[src/rtl/spi_channel_shifter_if.sv]
// Engine/pad-side signal bundle for the per-channel SPI shift datapath.
// The shifter uses the slave modport; the transfer engine (or a bench) uses master.
interface spi_channel_shifter_if #(
    parameter int N_CHANNELS   = 3,
    parameter int OUTPUT_WIDTH = 32
);
    logic                               register_load;
    logic                               register_enable;
    logic [32*N_CHANNELS-1:0]           reg_data_in;
    logic [4:0]                         spi_transfer_length;
    logic                               lsb_first;
    logic                               launch_strobe;
    logic                               capture_strobe;
    logic [N_CHANNELS-1:0]              miso;
    logic [N_CHANNELS-1:0]              mosi;
    logic [OUTPUT_WIDTH*N_CHANNELS-1:0] reg_data_out;
    logic                               reg_data_out_valid;
    logic                               busy;

    modport master (
        output register_load, register_enable, reg_data_in, spi_transfer_length,
        output lsb_first, launch_strobe, capture_strobe, miso,
        input  mosi, reg_data_out, reg_data_out_valid, busy
    );

    modport slave (
        input  register_load, register_enable, reg_data_in, spi_transfer_length,
        input  lsb_first, launch_strobe, capture_strobe, miso,
        output mosi, reg_data_out, reg_data_out_valid, busy
    );
endinterface

[src/rtl/spi_channel_shifter.sv]
// Per-channel SPI shift registers: serialise loaded words on MOSI and collect MISO,
// all lanes sharing one FSM driven by launch/capture strobes from the clock generator.
module spi_channel_shifter #(
    parameter int N_CHANNELS   = 3,
    parameter int OUTPUT_WIDTH = 32
) (
    input  logic                 clock,
    input  logic                 reset,
    spi_channel_shifter_if.slave bus
);
    localparam logic [4:0] MAX_LEN_M1 = 5'(OUTPUT_WIDTH - 1);

    typedef enum logic [1:0] {
        S_IDLE,
        S_ARMED,
        S_SHIFTING,
        S_DONE
    } state_t;

    state_t                                   r_state;
    logic                                     r_busy;
    logic                                     r_valid;
    logic [5:0]                               r_bit_cnt;
    logic [4:0]                               r_len_m1;
    logic                                     r_lsb;
    logic [N_CHANNELS-1:0]                    r_mosi;
    logic [N_CHANNELS-1:0][31:0]              r_tx_sr;
    logic [N_CHANNELS-1:0][OUTPUT_WIDTH-1:0]  r_rx_sr;
    logic [N_CHANNELS-1:0][OUTPUT_WIDTH-1:0]  r_data_out;

    logic                                     w_load_ok;
    logic                                     w_abort;
    logic                                     w_active;
    logic                                     w_capture;
    logic                                     w_launch;
    logic                                     w_last;
    logic [4:0]                               w_load_len_m1;
    logic [31:0]                              w_load_mask;
    logic [OUTPUT_WIDTH-1:0]                  w_rx_mask;
    logic [OUTPUT_WIDTH-1:0]                  w_rx_sel;
    logic [N_CHANNELS-1:0]                    w_first_bits;
    logic [N_CHANNELS-1:0]                    w_launch_bits;
    logic [N_CHANNELS-1:0][31:0]              w_tx_load;
    logic [N_CHANNELS-1:0][31:0]              w_tx_shift;
    logic [N_CHANNELS-1:0][OUTPUT_WIDTH-1:0]  w_rx_next;
    logic [N_CHANNELS-1:0][OUTPUT_WIDTH-1:0]  w_out_word;

    assign w_load_ok = bus.register_load && bus.register_enable &&
                       (r_state == S_IDLE || r_state == S_ARMED || r_state == S_DONE);
    assign w_abort   = !bus.register_enable && (r_state == S_ARMED || r_state == S_SHIFTING);
    // Strobes count only once the engine has released load; the first one also leaves ARMED.
    assign w_active  = bus.register_enable &&
                       (r_state == S_SHIFTING || (r_state == S_ARMED && !bus.register_load));
    assign w_capture = w_active && bus.capture_strobe;
    assign w_launch  = w_active && bus.launch_strobe;
    assign w_last    = w_capture && (r_bit_cnt == {1'b0, r_len_m1});

    assign w_load_len_m1 = (bus.spi_transfer_length > MAX_LEN_M1) ? MAX_LEN_M1
                                                                  : bus.spi_transfer_length;
    // Masking tx at load makes the shift-in zeros appear on MOSI once the word is exhausted.
    assign w_load_mask   = 32'hFFFF_FFFF >> (5'd31 - w_load_len_m1);
    assign w_rx_mask     = {OUTPUT_WIDTH{1'b1}} >> (MAX_LEN_M1 - r_len_m1);
    assign w_rx_sel      = {{(OUTPUT_WIDTH-1){1'b0}}, 1'b1} << r_bit_cnt;

    generate
        for (genvar gi = 0; gi < N_CHANNELS; gi++) begin : g_lane
            assign w_tx_load[gi]    = bus.reg_data_in[gi*32 +: 32] & w_load_mask;
            assign w_first_bits[gi] = bus.lsb_first ? w_tx_load[gi][0]
                                                    : w_tx_load[gi][w_load_len_m1];
            assign w_tx_shift[gi]   = r_lsb ? (r_tx_sr[gi] >> 1) : (r_tx_sr[gi] << 1);
            assign w_launch_bits[gi] = r_lsb ? w_tx_shift[gi][0] : w_tx_shift[gi][r_len_m1];
            assign w_rx_next[gi]    = r_lsb
                ? ((r_rx_sr[gi] & ~w_rx_sel) | (bus.miso[gi] ? w_rx_sel : '0))
                : {r_rx_sr[gi][OUTPUT_WIDTH-2:0], bus.miso[gi]};
            assign w_out_word[gi]   = w_rx_next[gi] & w_rx_mask;
        end
    endgenerate

    always_ff @(posedge clock) begin
        if (!reset) begin
            r_state    <= S_IDLE;
            r_busy     <= 1'b0;
            r_valid    <= 1'b0;
            r_bit_cnt  <= '0;
            r_len_m1   <= '0;
            r_lsb      <= 1'b0;
            r_mosi     <= '0;
            r_tx_sr    <= '0;
            r_rx_sr    <= '0;
            r_data_out <= '0;
        end else begin
            r_valid <= 1'b0;
            if (w_abort) begin
                r_state <= S_IDLE;
                r_busy  <= 1'b0;
                r_mosi  <= '0;
            end else if (w_load_ok) begin
                r_state   <= S_ARMED;
                r_busy    <= 1'b1;
                r_bit_cnt <= '0;
                r_len_m1  <= w_load_len_m1;
                r_lsb     <= bus.lsb_first;
                r_tx_sr   <= w_tx_load;
                r_rx_sr   <= '0;
                r_mosi    <= w_first_bits;
            end else begin
                case (r_state)
                    S_DONE:  r_state <= S_IDLE;
                    S_ARMED: if (w_capture || w_launch) r_state <= S_SHIFTING;
                    default: ;
                endcase
                if (w_capture) begin
                    r_rx_sr   <= w_rx_next;
                    r_bit_cnt <= r_bit_cnt + 6'd1;
                end
                if (w_launch) begin
                    r_tx_sr <= w_tx_shift;
                    r_mosi  <= w_launch_bits;
                end
                // Final capture: publish the word on the same edge so valid lands in DONE.
                if (w_last) begin
                    r_state    <= S_DONE;
                    r_busy     <= 1'b0;
                    r_valid    <= 1'b1;
                    r_data_out <= w_out_word;
                    r_mosi     <= '0;
                end
            end
        end
    end

    assign bus.mosi               = r_mosi;
    assign bus.reg_data_out       = r_data_out;
    assign bus.reg_data_out_valid = r_valid;
    assign bus.busy               = r_busy;

endmodule

[src/flat_wrapper.sv]
// flat-port wrapper written by rule: the top's interface ports become plain ports
module spi_channel_shifter_flat 
#(
    parameter int N_CHANNELS   = 3,
    parameter int OUTPUT_WIDTH = 32
)
  (clock, reset, bus_register_load, bus_register_enable, bus_reg_data_in, bus_spi_transfer_length, bus_lsb_first, bus_launch_strobe, bus_capture_strobe, bus_miso, bus_mosi, bus_reg_data_out, bus_reg_data_out_valid, bus_busy);
  spi_channel_shifter_if #(.N_CHANNELS(N_CHANNELS), .OUTPUT_WIDTH(OUTPUT_WIDTH)) bus_i ();
  input  logic clock;
  input  logic reset;
  input wire logic [$bits(bus_i.register_load)-1:0] bus_register_load;
  input wire logic [$bits(bus_i.register_enable)-1:0] bus_register_enable;
  input wire logic [$bits(bus_i.reg_data_in)-1:0] bus_reg_data_in;
  input wire logic [$bits(bus_i.spi_transfer_length)-1:0] bus_spi_transfer_length;
  input wire logic [$bits(bus_i.lsb_first)-1:0] bus_lsb_first;
  input wire logic [$bits(bus_i.launch_strobe)-1:0] bus_launch_strobe;
  input wire logic [$bits(bus_i.capture_strobe)-1:0] bus_capture_strobe;
  input wire logic [$bits(bus_i.miso)-1:0] bus_miso;
  output wire logic [$bits(bus_i.mosi)-1:0] bus_mosi;
  output wire logic [$bits(bus_i.reg_data_out)-1:0] bus_reg_data_out;
  output wire logic [$bits(bus_i.reg_data_out_valid)-1:0] bus_reg_data_out_valid;
  output wire logic [$bits(bus_i.busy)-1:0] bus_busy;
  assign bus_i.register_load = bus_register_load;
  assign bus_i.register_enable = bus_register_enable;
  assign bus_i.reg_data_in = bus_reg_data_in;
  assign bus_i.spi_transfer_length = bus_spi_transfer_length;
  assign bus_i.lsb_first = bus_lsb_first;
  assign bus_i.launch_strobe = bus_launch_strobe;
  assign bus_i.capture_strobe = bus_capture_strobe;
  assign bus_i.miso = bus_miso;
  assign bus_mosi = bus_i.mosi;
  assign bus_reg_data_out = bus_i.reg_data_out;
  assign bus_reg_data_out_valid = bus_i.reg_data_out_valid;
  assign bus_busy = bus_i.busy;
  spi_channel_shifter #(.N_CHANNELS(N_CHANNELS), .OUTPUT_WIDTH(OUTPUT_WIDTH)) u_core (.clock(clock), .reset(reset), .bus(bus_i));
endmodule
[config.mk]
export PLATFORM = sky130hd
export DESIGN_NAME = spi_channel_shifter_flat
export DESIGN_NICKNAME = d
export VERILOG_FILES = /design/src/rtl/spi_channel_shifter_if.sv /design/src/rtl/spi_channel_shifter.sv /design/src/flat_wrapper.sv
export SDC_FILE = /design/constraint.sdc
export NUM_CORES = 1
export LEC_CHECK = 0
export CAP_MARGIN = 20
export CORE_MARGIN = 8
export CORE_UTILIZATION = 53
export CTS_CLUSTER_SIZE = 28
export DETAILED_ROUTE_END_ITERATION = 10
export DONT_BUFFER_PORTS = 1
export PLACE_DENSITY_LB_ADDON = 0.3
export SYNTH_ARGS = -nofsm -noshare
export SYNTH_HDL_FRONTEND = slang
export SYNTH_SLANG_ARGS = --single-unit
[constraint.sdc]
create_clock -name clock -period 2.6 [get_ports clock]
set_clock_uncertainty 0.05 [all_clocks]
set_input_delay 0.78 -clock clock [delete_from_list [all_inputs] [get_ports clock]]
set_output_delay 0.78 -clock clock [all_outputs]
set_load 0.02 [all_outputs]
After elaboration in Yosys (flattened, before gate mapping)
Cells that the tools add are included.
{"block": "op_classes", "addsub": 3, "n_mul": 0, "n_div": 0, "magnitude_cmp": 3, "eq_ne": 6, "n_shift": 3, "muxes": 44, "bitwise_logic": 16, "n_reduce_logical": 30}
{"op": "96-bit 2-to-1 mux", "count": 4}
{"op": "32-bit AND", "count": 9}
{"op": "32-bit 2-to-1 mux", "count": 9}
{"op": "32-bit OR", "count": 3}
{"op": "32-bit by 5-bit right shift with 32-bit output (first input constant)", "count": 2}
{"op": "32-bit NOT", "count": 1}
{"op": "1-bit by 6-bit left shift with 32-bit output (first input constant)", "count": 1}
{"op": "1-bit binary-select mux with 5-bit select", "count": 6}
{"op": "1-bit 2-to-1 mux", "count": 16}
{"op": "5-bit by 6-bit less-than comparator with 1-bit output (second input constant)", "count": 2}
{"op": "6-bit 2-to-1 mux", "count": 2}
{"op": "2-bit AND reduction", "count": 5}
{"op": "5-bit subtractor (first input constant)", "count": 2}
{"op": "3-bit 2-to-1 mux", "count": 3}
{"op": "1-bit logical AND", "count": 8}
{"op": "6-bit by 1-bit adder with 6-bit output (second input constant)", "count": 1}
{"op": "6-bit by 5-bit equality test with 1-bit output", "count": 1}
{"op": "2-bit nonzero test", "count": 3}
{"op": "3-bit nonzero test", "count": 2}
{"op": "5-bit > comparator (second input constant)", "count": 1}
{"op": "1-bit logical OR", "count": 5}
{"op": "5-bit 2-to-1 mux", "count": 1}
{"op": "2-bit equality test (second input constant)", "count": 2}
{"op": "2-bit 2-to-1 mux", "count": 2}
{"op": "11 further kinds", "count": 14}
{"block": "totals", "regBits": 307, "latch_bits": 0, "mem_bits_rw": 0, "rom_bits": 0, "input_bits": 111, "word_cells": 122, "n_memories": 0}

Longest topological paths before layout
Gate-level depths: netlist of run 1.
{"block": "depth", "depth_word": 10, "depth_mapped": 11, "depth_no_buf": 9}

Worst setup path before layout of run 1
Ideal clock, no wire load.
{"block": "synth_path", "kind": "input to register", "from": "input port bus_spi_transfer_length[0]", "to": "register u_core.r_mosi[2] (netlist: u_core.bus.mosi[2])", "setup_time_ps": 126, "arrival_ps": 2381, "setup_slack_ps": 43, "stages": 7, "n_path_buf": 2, "path_cell_list": "clkbuf_1 -> buf_2 -> mux4_2 -> o211ai_1 -> nand4_1 -> o2111ai_1 -> a31oi_1"}
{"block": "synth_between", "elab_chain_cells": 9}
{"element": "from (decl)", "line_no": "flat_wrapper.sv:14", "rtl": "input wire logic [$bits(bus_i.spi_transfer_length)-1:0] bus_spi_transfer_length;"}
{"element": "5-bit > comparator", "line_no": "spi_channel_shifter.sv:58", "rtl": "assign w_load_len_m1 = (bus.spi_transfer_length > MAX_LEN_M1) ? MAX_LEN_M1"}
{"element": "5-bit 2-to-1 mux (*)", "line_no": "spi_channel_shifter.sv:58"}
{"element": "5-bit subtractor", "line_no": "spi_channel_shifter.sv:61", "rtl": "assign w_load_mask = 32'hFFFF_FFFF >> (5'd31 - w_load_len_m1);"}
{"element": "32-bit by 5-bit right shift with 32-bit output", "line_no": "spi_channel_shifter.sv:61"}
{"element": "32-bit AND", "line_no": "spi_channel_shifter.sv:67", "rtl": "assign w_tx_load[gi] = bus.reg_data_in[gi*32 +: 32] & w_load_mask;"}
{"element": "1-bit binary-select mux with 5-bit select", "line_no": "spi_channel_shifter.sv:69", "rtl": ": w_tx_load[gi][w_load_len_m1];"}
{"element": "1-bit 2-to-1 mux (implied by the code)", "line_no": "spi_channel_shifter.sv:69"}
{"element": "1-bit 2-to-1 mux (*)", "line_no": "spi_channel_shifter.sv:68", "rtl": "assign w_first_bits[gi] = bus.lsb_first ? w_tx_load[gi][0]"}
{"element": "3-bit 2-to-1 mux (*)", "line_no": "spi_channel_shifter.sv:97", "rtl": "end else if (w_load_ok) begin"}
{"element": "to (signal assigned)", "line_no": "spi_channel_shifter.sv:105", "rtl": "r_mosi <= w_first_bits;"}
{"element": "to (signal assigned)", "line_no": "spi_channel_shifter.sv:118", "rtl": "r_mosi <= w_launch_bits;"}
{"element": "to (decl)", "line_no": "spi_channel_shifter.sv:26", "rtl": "logic [N_CHANNELS-1:0] r_mosi;"}
Every way passes the cells marked *; elsewhere a longest branch is shown, timed or not. The select of a mux whose other input is x is not followed.
A chain may end at the register's enable or synchronous reset.

Final worst setup path of run 1
{"block": "layout_path", "from": "register u_core.r_state[1]", "to": "register u_core.r_data_out, in the netlist u_core.bus.reg_data_out[94]"}
{"block": "layout_between", "elab_chain_cells": 7}
{"element": "from (decl)", "line_no": "spi_channel_shifter.sv:20", "rtl": "state_t r_state;"}
{"element": "from (signal assigned)", "line_no": "spi_channel_shifter.sv:81", "rtl": "r_state <= S_IDLE;"}
{"element": "from (signal assigned)", "line_no": "spi_channel_shifter.sv:94", "rtl": "r_state <= S_IDLE;"}
{"element": "from (signal assigned)", "line_no": "spi_channel_shifter.sv:98", "rtl": "r_state <= S_ARMED;"}
{"element": "2-bit by 1-bit equality test with 1-bit output", "line_no": "spi_channel_shifter.sv:49, spi_channel_shifter.sv:50, spi_channel_shifter.sv:53"}
{"element": "1-bit logical AND", "line_no": "spi_channel_shifter.sv:53", "rtl": "(r_state == S_SHIFTING || (r_state == S_ARMED && !bus.register_load));"}
{"element": "1-bit logical OR", "line_no": "spi_channel_shifter.sv:53"}
{"element": "1-bit logical AND", "line_no": "spi_channel_shifter.sv:52", "rtl": "assign w_active = bus.register_enable &&"}
{"element": "1-bit logical AND", "line_no": "spi_channel_shifter.sv:54", "rtl": "assign w_capture = w_active && bus.capture_strobe;"}
{"element": "1-bit logical AND", "line_no": "spi_channel_shifter.sv:56", "rtl": "assign w_last = w_capture && (r_bit_cnt == {1'b0, r_len_m1});"}
{"element": "3-bit AND reduction (no line) (*)"}
{"element": "to (signal assigned)", "line_no": "spi_channel_shifter.sv:125", "rtl": "r_data_out <= w_out_word;"}
{"element": "to (decl)", "line_no": "spi_channel_shifter.sv:29", "rtl": "logic [N_CHANNELS-1:0][OUTPUT_WIDTH-1:0] r_data_out;"}
Every way passes the cells marked *; elsewhere a longest branch is shown, timed or not.

==> flow_metrics.tcl, run 1 <==
set metrics [dict create \
    die_x_um 202 \
    path_max_fanout 6 \
    pwr-share-comb_pct 14.1 \
    synth.distinct_cells 60 \
    clock_power_share_pct 43.5 \
    wl_per_cell_um 24.5 \
    crit_buf_inv 3 \
    cts_tree "yes" \
    sw_frac_of_total_pct 27.3 \
    seqPwrFrac_pct 42.5 \
    power_density_nw_per_um2 585 \
    cp_cell_sequence "inv_1 -> ha_2 -> nand2b_1 -> a21oi_1 -> buf_4 -> nand4_1 -> buf_4 -> or2_2 -> nor2_4 -> nand3_1 -> a21boi_0" \
    crit_family "simple AND/OR/NAND/NOR gates" \
    cp.required_ns 3.01 \
    gp_congestion 0.975 \
    cts_max_path_buffers 3 \
    synth-seq-area-share_pct 33.6 \
    hold_viol 0 \
    critPathKind "flip-flop to flip-flop" \
    post-route-period-util_pct 95.1 \
    power_mw 11.9 \
    crit_path_top_delay_cell "or2_2" \
    numCtsBuffers 36 \
    area_growth_pct 11.3 \
    fmax_mhz 405 \
    portBuffers 0 \
    synth_seq_cells 307 \
    antenna_found_initial 3 \
    io_pins 212 \
    synth.top_cells.by_area "dfxtp_1, mux2i_1, nor2b_1" \
    wl_um 63000 \
    synth_top_area_share_pct 33.6 \
    p_int_mw 8.65 \
    min_period_ns 2.47 \
    drc_errors 0 \
    fillCellCount 2970 \
    cp_common_cell "buf_4" \
    track_usage_pct 28.9 \
    syn_area_per_cell_um2 8.51 \
    power.net_switching_mw 3.25 \
    ys.flop_type "dfxtp_1" \
    cts-htree-levels 2 \
    async_flop_share_pct 0 \
    first_iter_violations 1674 \
    hold_path_class "input pin to flip-flop" \
    grt_max_degree 302 \
    final_antenna_net_count 0 \
    placement_rows 68 \
    syn_inst 2149 \
    synth_area_um2 18300 \
    mostFrequentLayoutCells "dfxtp_1, nor2_1, mux2i_1, nor2b_1, nand2_1" \
    clock_sinks 307 \
    initial_core_util_pct 53.3 \
    hpwl_um 43300 \
    slew_viol_final 0 \
    dr_total_vias 17000 \
    yosys_warnings 0 \
    status "completed" \
    vias_per_cell 6.60 \
    setup_viol 0 \
    timing.final.ws_setup_ns 0.128 \
    worstSetupStartpointType "flip-flop" \
    max-vdd-ir-drop_v 0.000418 \
    worst_pin_slew_ns 1.01 \
    first_pass_iters 6 \
    slew_headroom_pct 32.6 \
    p_leak_nw 6.83 \
    drive_gt1_share_pct 13.4 \
    overflow 0 \
    clkLatencyLatePin_ns 0.53 \
    grt_pass1_wl_um 95100 \
    root_buffer "clkbuf_16" \
    synth_largest_area_cell "dfxtp_1" \
    diodes 0 \
    core_area_um2 34300 \
    first_global_vias 16100 \
    arrival_ns 2.88 \
    rsz0062_at_grt "yes" \
    dieArea_um2 40700 \
    final_nets 2217 \
    syn_nets 2270 \
    final_common_cell "dfxtp_1" \
    end_kind "flip-flop" \
    slowest_delay_ns 0.37 \
    synth_edf_count 0 \
    cts.clk_slew.worst_paths_ns 0.06 \
    cap_viol_max_count 0 \
    dpl_worst_slack_ns -0.119 \
    die-height_um 202 \
]
-- layout make-up --
type | count | area [um^2] | share of cell area, %
Clock buffer | 48 | 1020 | 5.00
Clock inverter | 15 | 176 | 0.867
Inverter | 13 | 48.8 | 0.240
Multi-Input combinational cell | 1625 | 11300 | 55.6
Sequential cell | 307 | 6150 | 30.2
Tap cell | 455 | 569 | 2.80
Timing Repair Buffer | 113 | 1080 | 5.30
-- Yosys cell counts (19+ instances only) --
| library cell | instances |
|---|---|
| dfxtp_1 | 307 |
| nor2_1 | 214 |
| mux2i_1 | 204 |
| nor2b_1 | 199 |
| a21oi_1 | 153 |
| nand2_1 | 153 |
| a22oi_1 | 150 |
| clkbuf_1 | 142 |
| mux2_2 | 60 |
| a221oi_1 | 53 |
| nor3b_1 | 50 |
| o21ai_0 | 48 |
| a21boi_0 | 39 |
| nand3_1 | 36 |
| o211ai_1 | 35 |
| buf_2 | 33 |
| mux4_2 | 31 |
| nor3_1 | 29 |
| buf_1 | 21 |
| and2_1 | 20 |
| a211oi_1 | 19 |
-- kinds of logic after synthesis --
| group | share of synthesized area [%] |
|---|---|
| AO/OA/AOI/OAI | 21.1 |
| XOR/XNOR | 0.431 |
| adder cells (fa/ha/maj) | 0.684 |
| buffers and inverters | 4.98 |
| flip-flops | 33.6 |
| multiplexers | 18.7 |
| AND/OR/NAND/NOR | 20.5 |
-- power groups by stage --
stage / combinational [mW] / sequential [mW] / clock (mW)
floorplan: 1.26 / 5.06 / 0
detailed placement: 1.60 / 5.15 / 0
CTS: 1.61 / 5.05 / 5.24
global placement: 1.58 / 5.14 / 0
global route: 1.79 / 5.07 / 5.40
finish: 1.67 / 5.06 / 5.18
-- worst reg2reg max path, stage by stage, from the launching register on --
cell and delay [ns]:
dfxtp_1 0.35, inv_1 0.09, ha_2 0.21, nand2b_1 0.09, a21oi_1 0.19, buf_4 0.21
nand4_1 0.09, buf_4 0.20, or2_2 0.38, nor2_4 0.20, nand3_1 0.13, a21boi_0 0.19
-- worst paths after layout --
check / from / to / slack (ns) / cells past startpoint
setup / recovery: u_core.r_state[1] / u_core.bus.reg_data_out[94] / 0.13 / 11
hold / removal: reset / u_core.bus.reg_data_out[7] / 0.33 / 1
setup reg to reg: u_core.r_state[1] / u_core.bus.reg_data_out[94] / 0.13 / 11
hold reg to reg: u_core.r_tx_sr[31] / u_core.r_tx_sr[31] / 0.46 / 2
-- metal layers --
metal | GRT usage (%) | routed length (um) | up-vias
li1 | - | - | 7739
met4 | 13.7 | 3040 | 6
met2 | 44.7 | 28300 | 920
met3 | 9.78 | 7280 | 176
met5 | 0 | 42 | -
met1 | 35.8 | 24400 | 8154
-- metrics by stage --
| stage | utilization [%] | cells | TNS, ns | hold slack [ns] | instance area [um^2] |
|---|---|---|---|---|---|
| 2_1_floorplan | - | 2149 | 0 | 0.426 | 18300 |
| 6_report | 59.4 | 2576 | 0 | 0.331 | 20400 |
| 3_3_place_gp | 55.5 | 2507 | -1.55 | 0.443 | 19000 |
| 5_1_grt | 59.4 | 2576 | -0.0584 | 0.343 | 20400 |
| 4_1_cts | 59.0 | 2570 | 0 | 0.334 | 20200 |
| 3_5_place_dp | 55.5 | 2507 | -2.60 | 0.442 | 19000 |
-- registers in the layout, summed over array words and instances, names as in the netlist, 2 cells and up --
signal                   flops
u_core.r_len_m1              5
u_core.bus.mosi              3
u_core.bus.reg_data_out     96
u_core.r_rx_sr              96
u_core.r_bit_cnt             6
u_core.r_state               2
u_core.r_tx_sr              96
-- what timing repair did --
action                     CTS  global route
hold buffers                 0             0
gates cloned                 0             2
setup buffers                0             4
gates resized for setup      1            13
setup endpoints to repair   15           108
pin swaps                    1             0
Note: power is estimated with default switching activity, not from simulation.
==> inputs of run 2 (changes only) <==
--- a/config.mk
+++ b/config.mk
@@ -5,6 +5,7 @@
 export SDC_FILE = /design/constraint.sdc
 export NUM_CORES = 1
 export LEC_CHECK = 0
+export ABC_AREA = 1
 export CAP_MARGIN = 20
 export CORE_MARGIN = 8
 export CORE_UTILIZATION = 53
==> flow_metrics.tcl, run 2 <==
set metrics [dict create \
    status "completed" \
    wl_per_cell_um 22.2 \
    cts_resized 0 \
    drive_gt1_share_pct 7.46 \
    numCtsBuffers 37 \
    postCtsSetupBuffers 0 \
    initial_core_util_pct 53.3 \
    crit_path_top_delay_cell "nor3_1" \
    reg2reg_slack_ns 0.12 \
    worst_pin_slew_ns 0.773 \
    root_buffer "clkbuf_16" \
    final_common_cell "nand2_1" \
    portBuffers 0 \
    timing.rr.start "u_core.r_bit_cnt[0]" \
    dieArea_um2 39500 \
    first_pass_iters 9 \
    critPathKind "flip-flop to flip-flop" \
    async_flop_share_pct 0 \
    placement_rows 67 \
    first_iter_violations 2286 \
    clock_sinks 307 \
    cts_tree "yes" \
    fmax_mhz 403 \
    worstSetupStartpointType "flip-flop" \
    grt_pass1_wl_um 110000 \
    seq_area_um2 6150 \
    cp_cell_sequence "inv_1 -> ha_1 -> nand3_1 -> nor2_2 -> nand2_1 -> o211ai_1 -> o21ai_0 -> nor3_1 -> nand2_1 -> a21oi_1" \
    dr_total_vias 19900 \
    path_max_fanout 6 \
    area_growth_pct 10.7 \
    slowest_delay_ns 0.43 \
    synth_seq_cells 307 \
    max-vdd-ir-drop_v 0.000479 \
    syn_nets 2974 \
    cp_common_cell "nand2_1" \
    slew_headroom_pct 48.4 \
    post-route-period-util_pct 95.4 \
    syn_area_per_cell_um2 6.20 \
    fillCellCount 3325 \
    dpl_worst_slack_ns -0.0129 \
    clkLatencyLatePin_ns 0.55 \
    yosys_warnings 0 \
    arrival_ns 2.89 \
    p_leak_nw 7.74 \
    power_density_nw_per_um2 621 \
    final_util_pct 59.0 \
    die-height_um 199 \
    final_nets 2921 \
    clock_power_share_pct 43.3 \
    vias_per_cell 6.06 \
    power.net_switching_mw 3.66 \
    cts_max_path_buffers 3 \
    seqPwrFrac_pct 41.3 \
    cp.required_ns 3.01 \
    end_kind "flip-flop" \
    syn_inst 2853 \
    synthTopCellsByCount "nand2_1, dfxtp_1, o21ai_0, a21oi_1" \
    synth_most_common_cell "nand2_1" \
    synth-seq-area-share_pct 34.7 \
    synth.distinct_cells 42 \
    final_antenna_net_count 0 \
    cts.clk_slew.worst_paths_ns 0.05 \
    first_global_vias 18500 \
    pwr-share-comb_pct 15.3 \
    wl_um 72700 \
    synth_edf_count 0 \
    grt_max_degree 125 \
    track_usage_pct 35.7 \
    holdPathStages 2 \
    antenna_found_initial 2 \
    timing.final.ws_setup_ns 0.121 \
    die_x_um 199 \
    cts-htree-levels 2 \
    synth_largest_area_cell "dfxtp_1" \
    ys.flop_type "dfxtp_1" \
    gp_congestion 1.03 \
    holdPathEnd "u_core.r_tx_sr[48]" \
    min-delay-start "reset" \
    sw_frac_of_total_pct 30.1 \
    hpwl_um 52900 \
    overflow 0 \
    core_area_um2 33200 \
    hold_viol 0 \
    holdBufCountCts 0 \
    drc_errors 0 \
    synth.top_cells.by_area "dfxtp_1, nand2_1, o21ai_0" \
    io_pins 212 \
    p_int_mw 8.51 \
    min_period_ns 2.48 \
    cap_viol_max_count 0 \
    synth_area_um2 17700 \
    mostFrequentLayoutCells "nand2_1, dfxtp_1, o21ai_0, a21oi_1, nand3_1" \
    r2r_cells 10 \
    hold_path_class "input pin to flip-flop" \
    r2r-end "u_core.bus.reg_data_out[92]" \
    setup_viol 0 \
    multi_input_area_um2 9850 \
    synth_top_area_share_pct 34.7 \
    slew_viol_final 0 \
]
run 2: changes by cell type after synthesis, moves of 38 or more:
cell      previous run  this run
o21ai_0             48       287
nor2b_1            199         0
nand3_1             36       219
inv_1               12       219
nor3b_1             50         2
nand2_1            153       872
a31oi_1             11        78
mux2_2              60         0
a22oi_1            150         3
a21oi_1            153       256
a21boi_0            39         1
a221oi_1            53         2
mux2i_1            204         0
run 2: worst max-delay path by stage:
stage | cells past startpoint | endpoint | startpoint
2_1_floorplan | 13 | u_core.bus.mosi[1] | bus_spi_transfer_length[3]
3_3_place_gp | 10 | u_core.bus.mosi[1] | bus_register_load
3_5_place_dp | 12 | u_core.bus.reg_data_out[81] | bus_register_load
4_1_cts | 15 | u_core.bus.reg_data_out[49] | u_core.r_state[1]
5_1_grt | 15 | u_core.bus.reg_data_out[24] | u_core.r_state[1]
6_report | 10 | u_core.bus.reg_data_out[92] | u_core.r_bit_cnt[0]
run 2: cells by family (layout without fill, tap and decap cells):
logic type / count (synthesis) / in the layout / share of synthesized area, %
simple gates: 1376 / 1376 / 32.3
compound gates: 727 / 727 / 22.3
buf+inv: 431 / 405 / 9.85
flops: 307 / 307 / 34.7
fa+ha+maj: 10 / 10 / 0.707
xor+xnor: 2 / 2 / 0.0990
other cells: 0 / 1 / 0
run 2: final cells by class:
class	count	area share, %
diodes	1	0.0128
clock buffers	48	5.35
clock inverters	18	0.926
inverters	237	4.57
multi-input cells	2115	50.3
flip-flops and latches	307	31.4
well taps	448	2.86
repair buffers	102	4.61
run 2: metal layers:
metal / track usage, % / share of wire, %
met1: 42.3 / 37
met2: 59.0 / 47
met3: 7.61 / 9.7
met4: 20.9 / 6.3
met5: 0 / 0.016
run 2: through the flow:
stage          power (mW)  TNS (ns)  hold slack [ns]  area (um^2)  std cells
2_1_floorplan        6.33         0            0.390        17700       2853
3_3_place_gp         6.91         0            0.401        18300       3209
3_5_place_dp         6.93   -0.0261            0.405        18300       3209
4_1_cts              12.1         0            0.319        19600       3275
5_1_grt              12.6   -0.0251            0.320        19600       3275
6_report             12.2         0            0.351        19600       3276
run 2: power groups by stage:
stage | sequential, mW | combinational, mW | clock [mW]
floorplan | 5.07 | 1.27 | 0
global placement | 5.12 | 1.79 | 0
detailed placement | 5.12 | 1.80 | 0
CTS | 5.02 | 1.82 | 5.30
global route | 5.04 | 2.03 | 5.49
finish | 5.03 | 1.87 | 5.27
run 2: critical path: cells and delay by family (launching register included):
kind	cells	cell delay, ns
AND/OR/NAND/NOR	5	1.05
AO/OA/AOI/OAI	3	0.52
flip-flops	1	0.36
adder cells (fa/ha/maj)	1	0.26
buffers and inverters	1	0.17
